===== src/rtl/tremolo_pkg.sv =====
// Shared tremolo definitions: the attenuation index width and the LFO state encoding.
// The shift table downstream uses the same index width.
package tremolo_pkg;

    localparam int unsigned COUNTER_WIDTH = 3;

    typedef logic [COUNTER_WIDTH-1:0] counter_t;

    typedef enum logic [1:0] {
        IDLE,
        UP,
        DOWN
    } lfo_state_t;

endpackage


===== src/rtl/tremolo_lfo_if.sv =====
// Control/status bundle between the tremolo controller and the LFO.
// The master drives the controls, and the LFO (slave) returns the index.
interface tremolo_lfo_if #(
    parameter int unsigned RATE_WIDTH = 16
);
    import tremolo_pkg::*;

    logic                  en;
    logic                  sample_valid;
    logic [RATE_WIDTH-1:0] rate;
    counter_t              depth_max;
    counter_t              counter;
    logic                  dir;
    logic                  step;

    modport master (
        output en, sample_valid, rate, depth_max,
        input  counter, dir, step
    );

    modport slave (
        input  en, sample_valid, rate, depth_max,
        output counter, dir, step
    );

endinterface


===== src/rtl/sample_prescaler.sv =====
// Counts sample strobes and flags the strobe that completes one index step.
// A rate of 0 behaves like 1. A prescaler already past a lowered rate wraps on the next strobe.
module sample_prescaler #(
    parameter int unsigned RATE_WIDTH = 16
) (
    input  logic                  clk,
    input  logic                  rst_n,
    input  logic                  clear,
    input  logic                  sample_valid,
    input  logic [RATE_WIDTH-1:0] rate,
    output logic                  wrap
);

    logic [RATE_WIDTH-1:0] count_q;
    logic [RATE_WIDTH-1:0] last;

    always_comb begin
        last = (rate == '0) ? '0 : rate - RATE_WIDTH'(1);
        wrap = sample_valid && !clear && (count_q >= last);
    end

    always_ff @(posedge clk) begin
        if (!rst_n || clear) begin
            count_q <= '0;
        end else if (wrap) begin
            count_q <= '0;
        end else if (sample_valid) begin
            count_q <= count_q + RATE_WIDTH'(1);
        end
    end

endmodule


===== src/rtl/tremolo_lfo.sv =====
// Triangle LFO that sweeps the tremolo attenuation index between 0 and depth_max.
// The index moves one step per prescaler wrap.
module tremolo_lfo
    import tremolo_pkg::*;
#(
    parameter int unsigned RATE_WIDTH = 16
) (
    input  logic        clk,
    input  logic        rst_n,
    tremolo_lfo_if.slave bus
);

    lfo_state_t            state_q, state_d;
    counter_t              counter_q, counter_d;
    logic                  dir_q, dir_d;
    logic                  step_q, step_d;
    logic                  wrap;
    logic                  clear;
    logic [RATE_WIDTH-1:0] rate;

    assign rate  = bus.rate;
    // The prescaler only runs while sweeping, so it starts from zero on entering UP.
    assign clear = (state_q == IDLE) || !bus.en;

    sample_prescaler #(
        .RATE_WIDTH(RATE_WIDTH)
    ) u_prescaler (
        .clk         (clk),
        .rst_n       (rst_n),
        .clear       (clear),
        .sample_valid(bus.sample_valid),
        .rate        (rate),
        .wrap        (wrap)
    );

    always_comb begin
        state_d   = state_q;
        counter_d = counter_q;
        step_d    = 1'b0;
        if (!bus.en) begin
            state_d   = IDLE;
            counter_d = '0;
        end else begin
            unique case (state_q)
                IDLE: begin
                    state_d   = UP;
                    counter_d = '0;
                end
                UP: begin
                    if (wrap) begin
                        step_d = 1'b1;
                        if (counter_q < bus.depth_max) begin
                            counter_d = counter_q + counter_t'(1);
                        end else if (counter_q != '0) begin
                            counter_d = counter_q - counter_t'(1);
                            state_d   = DOWN;
                        end
                    end
                end
                DOWN: begin
                    if (wrap) begin
                        step_d = 1'b1;
                        if (counter_q != '0) begin
                            counter_d = counter_q - counter_t'(1);
                        end else begin
                            counter_d = (bus.depth_max != '0) ? counter_t'(1) : '0;
                            state_d   = UP;
                        end
                    end
                end
                default: begin
                    state_d   = IDLE;
                    counter_d = '0;
                end
            endcase
        end
        dir_d = (state_d != DOWN);
    end

    always_ff @(posedge clk) begin
        if (!rst_n) begin
            state_q   <= IDLE;
            counter_q <= '0;
            dir_q     <= 1'b1;
            step_q    <= 1'b0;
        end else begin
            state_q   <= state_d;
            counter_q <= counter_d;
            dir_q     <= dir_d;
            step_q    <= step_d;
        end
    end

    assign bus.counter = counter_q;
    assign bus.dir     = dir_q;
    assign bus.step    = step_q;

endmodule


===== src/flat_wrapper.sv =====
// flat-port wrapper written by rule: the top's interface ports become plain ports
module tremolo_lfo_flat import tremolo_pkg::*;
#(
    parameter int unsigned RATE_WIDTH = 16
)
  (clk, rst_n, bus_en, bus_sample_valid, bus_rate, bus_depth_max, bus_counter, bus_dir, bus_step);
  tremolo_lfo_if #(.RATE_WIDTH(RATE_WIDTH)) bus_i ();
  input  logic clk;
  input  logic rst_n;
  input wire logic [$bits(bus_i.en)-1:0] bus_en;
  input wire logic [$bits(bus_i.sample_valid)-1:0] bus_sample_valid;
  input wire logic [$bits(bus_i.rate)-1:0] bus_rate;
  input wire logic [$bits(bus_i.depth_max)-1:0] bus_depth_max;
  output wire logic [$bits(bus_i.counter)-1:0] bus_counter;
  output wire logic [$bits(bus_i.dir)-1:0] bus_dir;
  output wire logic [$bits(bus_i.step)-1:0] bus_step;
  assign bus_i.en = bus_en;
  assign bus_i.sample_valid = bus_sample_valid;
  assign bus_i.rate = bus_rate;
  assign bus_i.depth_max = bus_depth_max;
  assign bus_counter = bus_i.counter;
  assign bus_dir = bus_i.dir;
  assign bus_step = bus_i.step;
  tremolo_lfo #(.RATE_WIDTH(RATE_WIDTH)) u_core (.clk(clk), .rst_n(rst_n), .bus(bus_i));
endmodule

===== config.mk =====
export PLATFORM = sky130hd
export DESIGN_NAME = tremolo_lfo_flat
export DESIGN_NICKNAME = d
export VERILOG_FILES = /design/src/rtl/tremolo_pkg.sv /design/src/rtl/tremolo_lfo_if.sv /design/src/rtl/sample_prescaler.sv /design/src/rtl/tremolo_lfo.sv /design/src/flat_wrapper.sv
export SDC_FILE = /design/constraint.sdc
export NUM_CORES = 1
export LEC_CHECK = 0
export ABC_AREA = 1
export CAP_MARGIN = 20
export CORE_ASPECT_RATIO = 2
export CORE_MARGIN = 1.5
export CORE_UTILIZATION = 64
export CTS_CLUSTER_SIZE = 25
export DETAILED_ROUTE_END_ITERATION = 7
export DONT_BUFFER_PORTS = 1
export GPL_TIMING_DRIVEN = 0
export HOLD_SLACK_MARGIN = 0.12
export PLACE_DENSITY = 0.8
export SLEW_MARGIN = 20
export SYNTH_ARGS = -nofsm -noshare
export SYNTH_HDL_FRONTEND = slang
export SYNTH_SLANG_ARGS = --single-unit

===== constraint.sdc =====
create_clock -name clk -period 3.5 [get_ports clk]
set_input_delay 0.35 -clock clk [delete_from_list [all_inputs] [get_ports clk]]
set_output_delay 0.35 -clock clk [all_outputs]
set_load 0.03 [all_outputs]

Yosys cells after proc, flatten, opt, wreduce, memory -nomap -nowiden
Cells that the tools add are included.
{ "totals": {"reg_bits": 23, "latchBits": 0, "mem_bits_rw": 0, "rom_bits": 0, "out_inout_bits": 5, "wordCells": 49, "memories": 0} }
{ "op_classes": {"add_sub_neg": 4, "mul": 0, "n_div": 0, "magnitude_cmp": 2, "eq_ne": 6, "n_shift": 0, "mux": 16, "bitwise": 0, "reduce_logical": 16} }
{ "op_table": {"columns": ["op", "count"], "rows": [
  ["$add A16 B1 Y16 const B", 1],
  ["$ge A16 B16 Y1", 1],
  ["$logic_not A16 Y1", 1],
  ["$mux W16", 1],
  ["$sub A16 B1 Y16 const B", 1],
  ["$mux W3", 5],
  ["$mux W2", 6],
  ["$ne A2 B2 Y1 const B", 3],
  ["$pmux W2 S3", 1],
  ["$pmux W3 S2", 1],
  ["$reduce_and A3 Y1", 2],
  ["$reduce_bool A3 Y1", 2],
  ["$reduce_or A2 Y1", 2],
  ["$add A3 B1 Y3 const B", 1],
  ["$logic_not A1 Y1", 3],
  ["$lt A3 B3 Y1", 1],
  ["$ne A3 B1 Y1 const B", 1],
  ["$sub A3 B1 Y3 const B", 1],
  ["$eq A2 B1 Y1 const B", 1],
  ["$eq A2 B2 Y1 const B", 1],
  ["$logic_and A1 B1 Y1", 2],
  ["$logic_not A2 Y1", 1],
  ["$logic_or A1 B1 Y1", 2],
  ["$mux W1", 2],
  ["$reduce_and A2 Y1", 1]
]} }

Depth between registers and ports, before layout
{ "logic_depth": {"depth_word": 9, "mapped_depth": 23} }

Modules after synthesis
Synthesis repeated with hierarchy kept, for this count alone.
{ "unflattened": {"cells_unflattened": 329, "hier_area_um2": 2210.9} }
{ "by_module_without_submodules": {"columns": ["module", "n_inst", "cells_per_inst", "area_per_inst_um2"], "rows": [
  ["sample_prescaler", 1, 241, 1581.5],
  ["tremolo_lfo", 1, 88, 629.4]
]} }

Worst setup path before layout
OpenSTA, ideal clock, no wires.
{ "synth_path": {"path_kind": "input to register", "from": "in bus_rate[0]", "to": "reg u_core.u_prescaler.count_q[10]", "setup_time_ns": 0.116, "t_arrival_ns": 2.520, "required_ns": 3.384, "slack_ns": 0.864, "stages": 19, "n_path_buf": 1, "path_cell_list": "inv_1 > ha_1 > inv_1 > nor2_1 > inv_2 > nor2_2 > inv_2 > nor2_1 > and3_1 > o211ai_1 > ha_1 > nand2_1 > nor3_1 > nand2_1 > nand2_1 > nand2_1 > nand4_2 > buf_2 > nor2_1"} }
{ "synth_via": {"elab_chain_cells": 5} }
{ "synth_lines": {"columns": ["item", "line", "source"], "rows": [
  ["start, declared", "flat_wrapper.sv:12", "input wire logic [$bits(bus_i.rate)-1:0] bus_rate;"],
  ["$sub A16 B1 Y16 / $logic_not A16 Y1 (equally long branches)", "sample_prescaler.sv:18", "last = (rate == '0) ? '0 : rate - RATE_WIDTH'(1);"],
  ["$mux W16 (*)", "sample_prescaler.sv:18", null],
  ["$ge A16 B16 Y1 (*)", "sample_prescaler.sv:19", "wrap = sample_valid && !clear && (count_q >= last);"],
  ["$logic_and A1 B1 Y1 (*)", "sample_prescaler.sv:19", null],
  ["$reduce_or A2 Y1 (no source line) (*)", null, null],
  ["end signal, assigned", "sample_prescaler.sv:28", "count_q <= count_q + RATE_WIDTH'(1);"],
  ["end, declared", "sample_prescaler.sv:14", "logic [RATE_WIDTH-1:0] count_q;"]
]} }
Mark *: on every way between the ends. The rest lies on a longest branch, timed or not.
A chain may end at the register's enable or synchronous reset.

Final worst setup path
{ "layout_path": {"from": "in bus_rate[0]", "to": "reg u_core.u_prescaler.count_q[7]"} }
The elaborated chain is that of the path after synthesis.

==> out/qor.yml <==
outcome:
  run_status: "finished, final reports clean"
floorplan:
  die_w_um: 44.2
  start_util: 0.681
  row_count: 29
  io_pins: 28
  die-area_mm2: 0.00378
  dieHeight_um: 85.4
  coreArea_mm2: 0.00319
detailed_routing:
  vias: 2003
  via_per_inst: 5.47
  drc: 0
  postRouteAntennaNets: 0
  drt_wl_total_um: 4520
  wl_per_cell_um: 12.3
  dr.pass1.iters: 4
  drt-initial-drc-count: 35
synth:
  synth_edf_count: 0
  yosys_most_used_dff: "dfxtp_1"
  postSynthNetCount: 383
  synth_fa_ha_area_frac: 0.167
  yosysMostFrequentCell: "nand2_1"
  ys_types: 35
  synth_area_mm2: 0.00217
  synth_top_family_by_area: "simple AND/OR/NAND/NOR gates"
  ys_seq_area_frac: 0.212
  synth_compound_area_frac: 0.0858
  synthSimpleGateAreaFrac: 0.385
  ys_warn_count: 0
  synth-xor-area-share: 0.0604
  synthTopCellsByCount: "nand2_1 (64), nor2_1 (52), inv_1 (44), ha_1 (29), dfxtp_1 (23)"
  synth_async_sr_flop_share: 0
  syn_avg_cell_area_um2: 6.57
  synth_top_area_frac: 0.212
  ys_ff_latch: 23
  synth_cells: 331
  yosysTopAreaCell: "dfxtp_1"
  synthTopCellsByArea: "dfxtp_1 (21%), ha_1 (17%), nand2_1 (11%), nor2_1 (9.0%), inv_1 (7.6%)"
  synth.area.mux_share: 0
job:
  drv_cap: 0
setup_path:
  reg2reg_to: "u_core.u_prescaler.count_q[7]"
  critPathLaunchType: "primary input"
  ff2ff_setup_slack_ns: 1.44
  path_class: "primary input to register"
  timing.rr.start: "u_core.u_prescaler.count_q[7]"
  worstSetupStartpoint: "bus_rate[0]"
  critPathRequiredTime_ns: 3.70
  crit_end: "u_core.u_prescaler.count_q[7]"
  cp-end-kind: "register"
  crit_fanout: 10
  ff2ff_path_depth: 13
  cp_data_arrival_time_ns: 3.07
placed_design:
  hpwl_um: 3880
  post_dp_cell_area_mm2: 0.00221
  dp_slack_ns: 0.338
  gp_congestion: 0.757
  port_buffers: 0
finish:
  finalInstanceArea_mm2: 0.00226
  fillCellCount: 311
  n_antenna_cell: 0
  fin_nets: 388
  area_growth_pct: 3.91
  drive_gt1_frac: 0.0896
power:
  power_density_mw_per_mm2: 225
  p_leak_nw: 1.05
  irDropWorstVdd_v: 0.000290
  power_w: 0.000509
clocking:
  cts_tree: "built"
  cts_made_buffers: 3
  post_cts_buffers: 0
  cts_root_buf: "clkbuf_8"
  clkSlewWorstSetupHoldPaths_ns: 0.08
  htreeDepth: 1
  clock-sinks: 23
  hold_buffers: 0
  cts_resized: 0
  clk_latency_ns: 0.27
  clk_path_buf_depth: 2
grt:
  first_global_vias: 2058
  grt_max_degree: 14
  grt_overflow: 0
  grt_util_all_layers: 0.272
  antenna_found_initial: 0
  grt_pass1_wl_um: 7890
sta:
  tns_ns: 0
  final_hold_viol_count: 0
  fin_skew_ns: 0.00342
  drv_slew: 0
  grt_setup_unrepaired: "false"
  fin_crit_ns: 2.87
  fin_ws_ns: 0.632
  fmax_mhz: 349
  worstMarginPinSlew_ns: 0.577
  max_slew_margin: 0.612
  fin_hold_ws_ns: 0.220
  finalSetupViolations: 0
  period_share: 0.819
hold_path:
  hold_path_class: "primary input to register"
[cell families after synthesis]
logic type | after synthesis
AOI/OAI and AO/OA | 34
xor gates and xnor gates | 15
adders and majority gates | 29
buffers and inverters | 52
DFF | 23
and+or+nand+nor | 178
[sequential cells by signal, summed over array words and instances, names as in the netlist]
name                        count
u_core.state_q                  2
u_core.bus.dir                  1
u_core.bus.step                 1
u_core.bus.counter              3
u_core.u_prescaler.count_q     16
[cells in the final DEF (no fill, tap or decap), types with 2 or more instances in the layout]
cell type / synthesis / routed
nand2_1: 64 / 64
nor2_1: 52 / 52
inv_1: 44 / 44
ha_1: 29 / 29
dfxtp_1: 23 / 23
nand3_1: 22 / 22
a21oi_1: 19 / 19
xor2_1: 12 / 12
o21ai_0: 7 / 7
nor3_1: 7 / 7
nand4_1: 6 / 6
inv_2: 6 / 6
or2_2: 5 / 5
nor2_2: 4 / 4
o211ai_1: 4 / 4
or2_1: 3 / 3
xnor2_1: 3 / 3
clkbuf_8: 0 / 3
nor4_1: 2 / 2
nand2_2: 2 / 2
nor2_4: 2 / 2
[layer usage]
layer,GRT usage,wire (µm),share of wire
met1,0.238,1580,0.35
met2,0.557,2670,0.59
met5,0,0,0
met4,0.129,168,0.037
met3,0.0213,93,0.021
[worst min path at each step]
| stage | start | to | slack [ns] | cells past startpoint |
|---|---|---|---|---|
| 4_1_cts | bus_sample_valid | u_core.u_prescaler.count_q[1] | 0.22 | 2 |
| 6_report | bus_sample_valid | u_core.u_prescaler.count_q[1] | 0.22 | 2 |
| 3_3_place_gp | u_core.u_prescaler.count_q[15] | u_core.u_prescaler.count_q[15] | 0.47 | 2 |
| 2_1_floorplan | u_core.u_prescaler.count_q[15] | u_core.u_prescaler.count_q[15] | 0.46 | 2 |
| 5_1_grt | bus_sample_valid | u_core.u_prescaler.count_q[1] | 0.23 | 2 |
| 3_5_place_dp | u_core.u_prescaler.count_q[15] | u_core.u_prescaler.count_q[15] | 0.48 | 2 |
[metrics by stage]
stage               utilization  instances
detailed placement        0.693        362
CTS                       0.707        366
floorplan                     -        331
global placement          0.693        362
finish                    0.707        366
global route              0.707        366
[critical path, cell delays in order]
cell      delay [ns]
inv_1           0.07
ha_1            0.18
inv_1           0.06
nor2_1          0.26
inv_2           0.06
nor2_2          0.17
inv_2           0.05
nor2_1          0.14
and3_1          0.19
o211ai_1        0.10
ha_1            0.29
nand2_1         0.10
o21ai_0         0.10
a21oi_1         0.13
nand2_1         0.13
nand2_1         0.12
nand4_2         0.21
buf_2           0.28
nor2_1          0.10
[cell type report]
type	count	area [µm²]	share of cell area
tap	31	38.8	0.0172
sequential	23	460	0.204
multi-input combinational	256	1520	0.671
clock buffer	3	41.3	0.0183
clock inverter	1	5.00	0.00222
inverter	50	188	0.0831
buffer	2	8.76	0.00388
[report_power, final]
part | switching, W | total, W | internal, W
clock network | 0.0000864 | 0.000166 | 0.0000795
logic | 0.0000459 | 0.0000755 | 0.0000296
registers | 0.00000398 | 0.000267 | 0.000263
Note: power is estimated with default switching activity, not from simulation.
